File: config.mk
export PLATFORM = sky130hd
export DESIGN_NAME = uart_alu_sequencer
export DESIGN_NICKNAME = d
export VERILOG_FILES = /design/src/rtl/uart_alu_sequencer.sv
export SDC_FILE = /design/constraint.sdc
export NUM_CORES = 1
export LEC_CHECK = 0
export CORE_UTILIZATION = 30
export DETAILED_ROUTE_END_ITERATION = 16
export PLACE_DENSITY = 0.62
export RECOVER_POWER = 100
export REMOVE_ABC_BUFFERS = 1
export SYNTH_ARGS = -nofsm -noshare
export SYNTH_HDL_FRONTEND = slang
export SYNTH_SLANG_ARGS = --single-unit
File: constraint.sdc
create_clock -name i_clk -period 1.8 [get_ports i_clk]
set_clock_uncertainty 0.1 [all_clocks]
set_input_delay 0.36 -clock i_clk [delete_from_list [all_inputs] [get_ports i_clk]]
set_output_delay 0.36 -clock i_clk [all_outputs]
set_load 0.005 [all_outputs]
File: src/rtl/uart_alu_sequencer.sv
// Frame sequencer between a byte UART and a combinational ALU: collects operand1, operand2 and
// opcode, captures the result, and sends it back high byte first. Define SEQ_TIMEOUT_EN to abandon
// partial frames after TIMEOUT_CYCLES idle clocks.
module uart_alu_sequencer #(
    parameter int unsigned NB_DATA        = 8,
    parameter int unsigned NB_OP          = 6,
    parameter int unsigned NB_OUT         = 16,
    parameter int unsigned TIMEOUT_CYCLES = 500000
) (
    input  logic                     i_clk,
    input  logic                     i_reset,
    input  logic [NB_DATA-1:0]       i_rx_data,
    input  logic                     i_rx_done,
    input  logic                     i_tx_busy,
    input  logic signed [NB_OUT-1:0] i_alu_result,
    output logic [NB_DATA-1:0]       o_operand1,
    output logic [NB_DATA-1:0]       o_operand2,
    output logic [NB_OP-1:0]         o_opcode,
    output logic                     o_tx_start,
    output logic [NB_DATA-1:0]       o_tx_data,
    output logic                     o_busy,
    output logic                     o_rx_drop,
    output logic                     o_frame_err
);

    if (NB_OUT != 2 * NB_DATA || NB_OP > NB_DATA || TIMEOUT_CYCLES < 2) begin : g_param_check
        $error("uart_alu_sequencer: inconsistent parameters");
    end

    typedef enum logic [2:0] {
        StIdle, StWaitB, StWaitOp, StExec, StTxHi, StWaitHi, StTxLo, StWaitLo
    } state_e;

    state_e              state_q, state_d;
    logic [NB_DATA-1:0]  op1_q, op1_d, op2_q, op2_d;
    logic [NB_OP-1:0]    opcode_q, opcode_d;
    logic [NB_OUT-1:0]   result_q, result_d;
    logic                seen_busy_q, seen_busy_d;
    logic                tx_start, rx_drop;

`ifdef SEQ_TIMEOUT_EN
    localparam int unsigned CntW = $clog2(TIMEOUT_CYCLES);
    localparam logic [CntW-1:0] TimeoutLast = CntW'(TIMEOUT_CYCLES - 1);

    logic [CntW-1:0] cnt_q, cnt_d;
    logic            frame_err_q, frame_err_d;
`endif

    always_comb begin
        state_d     = state_q;
        op1_d       = op1_q;
        op2_d       = op2_q;
        opcode_d    = opcode_q;
        result_d    = result_q;
        seen_busy_d = seen_busy_q;
        tx_start    = 1'b0;
        rx_drop     = 1'b0;
`ifdef SEQ_TIMEOUT_EN
        cnt_d       = '0;
        frame_err_d = 1'b0;
`endif
        unique case (state_q)
            StIdle: if (i_rx_done) begin
                op1_d   = i_rx_data;
                state_d = StWaitB;
            end
            StWaitB: if (i_rx_done) begin
                op2_d   = i_rx_data;
                state_d = StWaitOp;
            end
            StWaitOp: if (i_rx_done) begin
                opcode_d = i_rx_data[NB_OP-1:0];
                state_d  = StExec;
            end
            StExec: begin
                rx_drop  = i_rx_done;
                result_d = i_alu_result;
                state_d  = StTxHi;
            end
            StTxHi, StTxLo: begin
                rx_drop = i_rx_done;
                if (!i_tx_busy) begin
                    tx_start    = 1'b1;
                    seen_busy_d = 1'b0;
                    state_d     = (state_q == StTxHi) ? StWaitHi : StWaitLo;
                end
            end
            StWaitHi, StWaitLo: begin
                rx_drop = i_rx_done;
                // Completion is a busy high-then-low sequence, not merely busy being low.
                if (i_tx_busy) begin
                    seen_busy_d = 1'b1;
                end else if (seen_busy_q) begin
                    seen_busy_d = 1'b0;
                    state_d     = (state_q == StWaitHi) ? StTxLo : StIdle;
                end
            end
            default: state_d = StIdle;
        endcase
`ifdef SEQ_TIMEOUT_EN
        // An arriving byte beats expiry in the same cycle.
        if ((state_q == StWaitB || state_q == StWaitOp) && !i_rx_done) begin
            if (cnt_q == TimeoutLast) begin
                state_d     = StIdle;
                op1_d       = '0;
                op2_d       = '0;
                opcode_d    = '0;
                frame_err_d = 1'b1;
            end else begin
                cnt_d = cnt_q + 1'b1;
            end
        end
`endif
    end

    always_ff @(posedge i_clk) begin
        if (!i_reset) begin
            state_q     <= StIdle;
            op1_q       <= '0;
            op2_q       <= '0;
            opcode_q    <= '0;
            result_q    <= '0;
            seen_busy_q <= 1'b0;
`ifdef SEQ_TIMEOUT_EN
            cnt_q       <= '0;
            frame_err_q <= 1'b0;
`endif
        end else begin
            state_q     <= state_d;
            op1_q       <= op1_d;
            op2_q       <= op2_d;
            opcode_q    <= opcode_d;
            result_q    <= result_d;
            seen_busy_q <= seen_busy_d;
`ifdef SEQ_TIMEOUT_EN
            cnt_q       <= cnt_d;
            frame_err_q <= frame_err_d;
`endif
        end
    end

    assign o_operand1 = op1_q;
    assign o_operand2 = op2_q;
    assign o_opcode   = opcode_q;
    assign o_busy     = (state_q != StIdle);
    assign o_tx_start = tx_start & i_reset;
    assign o_rx_drop  = rx_drop & i_reset;
    assign o_tx_data  = (state_q == StTxLo || state_q == StWaitLo) ? result_q[NB_DATA-1:0]
                                                                   : result_q[NB_OUT-1:NB_DATA];
`ifdef SEQ_TIMEOUT_EN
    assign o_frame_err = frame_err_q;
`else
    assign o_frame_err = 1'b0;
`endif

endmodule
==> flow_metrics.tcl <==
set metrics [dict create \
    grt_pass1_vias 1530 \
    antenna_cells 0 \
    port_buffers 60 \
    finalNonFillerCells 343 \
    cts.sinks 42 \
    yosysSeqAreaShare_pct 45.9 \
    p_int_mw 1.67 \
    slew_viol_final 0 \
    min_from "o_operand1[1]" \
    synthArstFlopShare_pct 0 \
    path_max_fanout 2 \
    hold_viol 0 \
    avgRoutedWirePerCell_microns 11.8 \
    cts_max_level 2 \
    power.share.switching_pct 21.2 \
    die_area_sq_um 6420 \
    multi_input_area_sq_um 913 \
    synth_common_cells "50 x nand2_1, 42 x dfxtp_1, 15 x a21boi_0, 15 x nor2b_1, 14 x mux2i_1" \
    ios 62 \
    relSlewSlack_pct 55.2 \
    p_leak_nw 1.10 \
    power_frac_seq_pct 46.0 \
    hold_buffers 0 \
    synth_top_area_cell "dfxtp_1" \
    gr-total-overflow 0 \
    cp.arrival_ns 1.29 \
    clock_power_share_pct 41.8 \
    drtAntennaViolNets 0 \
    drc 0 \
    finalSetupViolCount 0 \
    yosysTopAreaCellShare_pct 45.9 \
    fmax_mhz 570 \
    synth_edf_count 0 \
    cts.clk_slew.worst_paths_ns 0.09 \
    drive_above_1_share_pct 20.9 \
    hpwlAfterDp_microns 2840 \
    die_y_microns 80.1 \
    antenna_found_initial 0 \
    hold_slack_ns 0.352 \
    p_switching_mw 0.450 \
    yosysMostFrequentCell "nand2_1" \
    synth_cells 194 \
    ir_drop_uv 314 \
    drv_cap 0 \
    end_kind "output pin" \
    final_area_sq_um 2700 \
    place_congestion 0.715 \
    grt_start_max_net_pins 43 \
    power_frac_comb_pct 12.2 \
    area.sequential_sq_um 843 \
    clock_path_buffers 2 \
    synth_cell_type_count 31 \
    critPathLaunchType "primary input" \
    layout_min_cycle_time_ns 1.75 \
    ys_seq_elements 42 \
    power_density_nw_per_um2 787 \
    floorplan.initialDensity_pct 30.9 \
    vias 1532 \
    yosysWarnings 0 \
    core-area_sq_um 5920 \
    drt_iter0_drc 57 \
    die_w_microns 80.1 \
    place_inst 334 \
    wirelength_microns 4060 \
    fin_tns_setup_ns 0 \
    cts_tree "built" \
    dpl_cell_area_sq_um 2590 \
    synthFlopType "dfxtp_1" \
    fp-row-count 28 \
    reg2reg_from "state_q[0]" \
    status "finished, final reports clean" \
    cp-startpoint "i_tx_busy" \
    insertion_delay_ns 0.29 \
    cts_inserted_buffers 5 \
    num-fill-cells 600 \
    fin_util_pct 45.5 \
    routed_via_density 4.47 \
    synth_area_leaders "dfxtp_1 46%, nand2_1 10%, mux2i_1 7.7%" \
    path_class "in -> out" \
    grt_pass1_wl_microns 6890 \
    synth_area_sq_um 1830 \
    grt_usage_pct 13.9 \
    first_pass_iters 4 \
    worst_pin_slew_ns 0.672 \
    hold_class "reg -> reg" \
    syn_avg_cell_area_sq_um 9.44 \
    period_share_pct 97.5 \
    final_nets 295 \
    rsz0062_at_grt "true" \
    cts-root-buf "clkbuf_8" \
    area_growth_pct 47.1 \
    required_ns 1.34 \
]
-- layout by cell type (no fill, tap or decap), types with 3 or more instances in the layout --
cell and instances:
a21boi_1 3, buf_4 14, clkbuf_8 5, nor2b_1 15
buf_2 9, o21ai_0 3, dfxtp_1 40, mux2_4 3
nand2_1 49, nor2_1 3, mux2i_1 14, clkbuf_2 7
clkdlybuf4s50_1 24, dlygate4sd3_1 23, a21boi_0 21, mux2_2 5
-- flip-flops by register name, indices dropped and copies added, names as in the netlist --
name         flops
result_q        16
o_operand1       8
o_operand2       8
o_opcode         6
state_q          3
seen_busy_q      1
-- routing by layer --
layer / track usage, % / vias to the layer above / share of wire, %
met5: 0 / - / 0
met4: 4.82 / 0 / 1.3
met3: 3.86 / 4 / 3.0
met2: 23.0 / 30 / 49
met1: 17.3 / 710 / 47
li1: - / 788 / -
-- worst paths after layout --
kind	endpoint	slack (ns)	cells past startpoint
worst max register to register	o_operand1[5]	0.14	5
worst min register to register	o_operand1[1]	0.35	2
worst min-delay path	o_operand1[1]	0.35	2
worst max-delay path	o_tx_start	0.05	3
-- power groups by stage --
stage               Combinational, mW  Sequential, mW  Clock (mW)
global placement                0.280           0.996           0
finish                          0.259           0.975       0.888
global route                    0.287           0.980       0.960
CTS                             0.279           0.977       0.919
detailed placement              0.282           0.997           0
floorplan                      0.0894            1.01           0
-- cell type report --
type,count,share of cell area (%)
Clock buffer,5,2.55
Clock inverter,3,2.55
Inverter,3,0.511
Multi-Input combinational cell,135,33.9
Sequential cell,42,31.3
Tap cell,75,3.48
Timing Repair Buffer,80,25.7
-- critical path, cell delays in order --
cell	delay [ns]
dlygate4sd3_1	0.57
nor4b_2	0.22
clkbuf_2	0.15
-- timing repair --
| action | in CTS | in global routing |
|---|---|---|
| endpoints found under the setup margin | 11 | 8 |
| setup buffers | 1 | 0 |
| resized for setup | 51 | 3 |
| pin swaps | 2 | 2 |
-- metrics by stage --
stage	setup slack, ns	total power [mW]
2_1_floorplan	0.220	1.09
3_3_place_gp	-0.300	1.28
3_5_place_dp	-0.340	1.28
4_1_cts	0.0150	2.17
5_1_grt	-0.00947	2.23
6_report	0.0454	2.12
-- cell families after synthesis --
| kind of cell | count (synthesis) | synth area share, % |
|---|---|---|
| and+or+nand+nor | 80 | 22.7 |
| DFF | 42 | 45.9 |
| AOI/OAI and AO/OA | 31 | 12.0 |
| muxes | 23 | 13.8 |
| buffers and inverters | 17 | 5.46 |
| other | 1 | 0.205 |
Note: power is estimated with default switching activity, not from simulation.
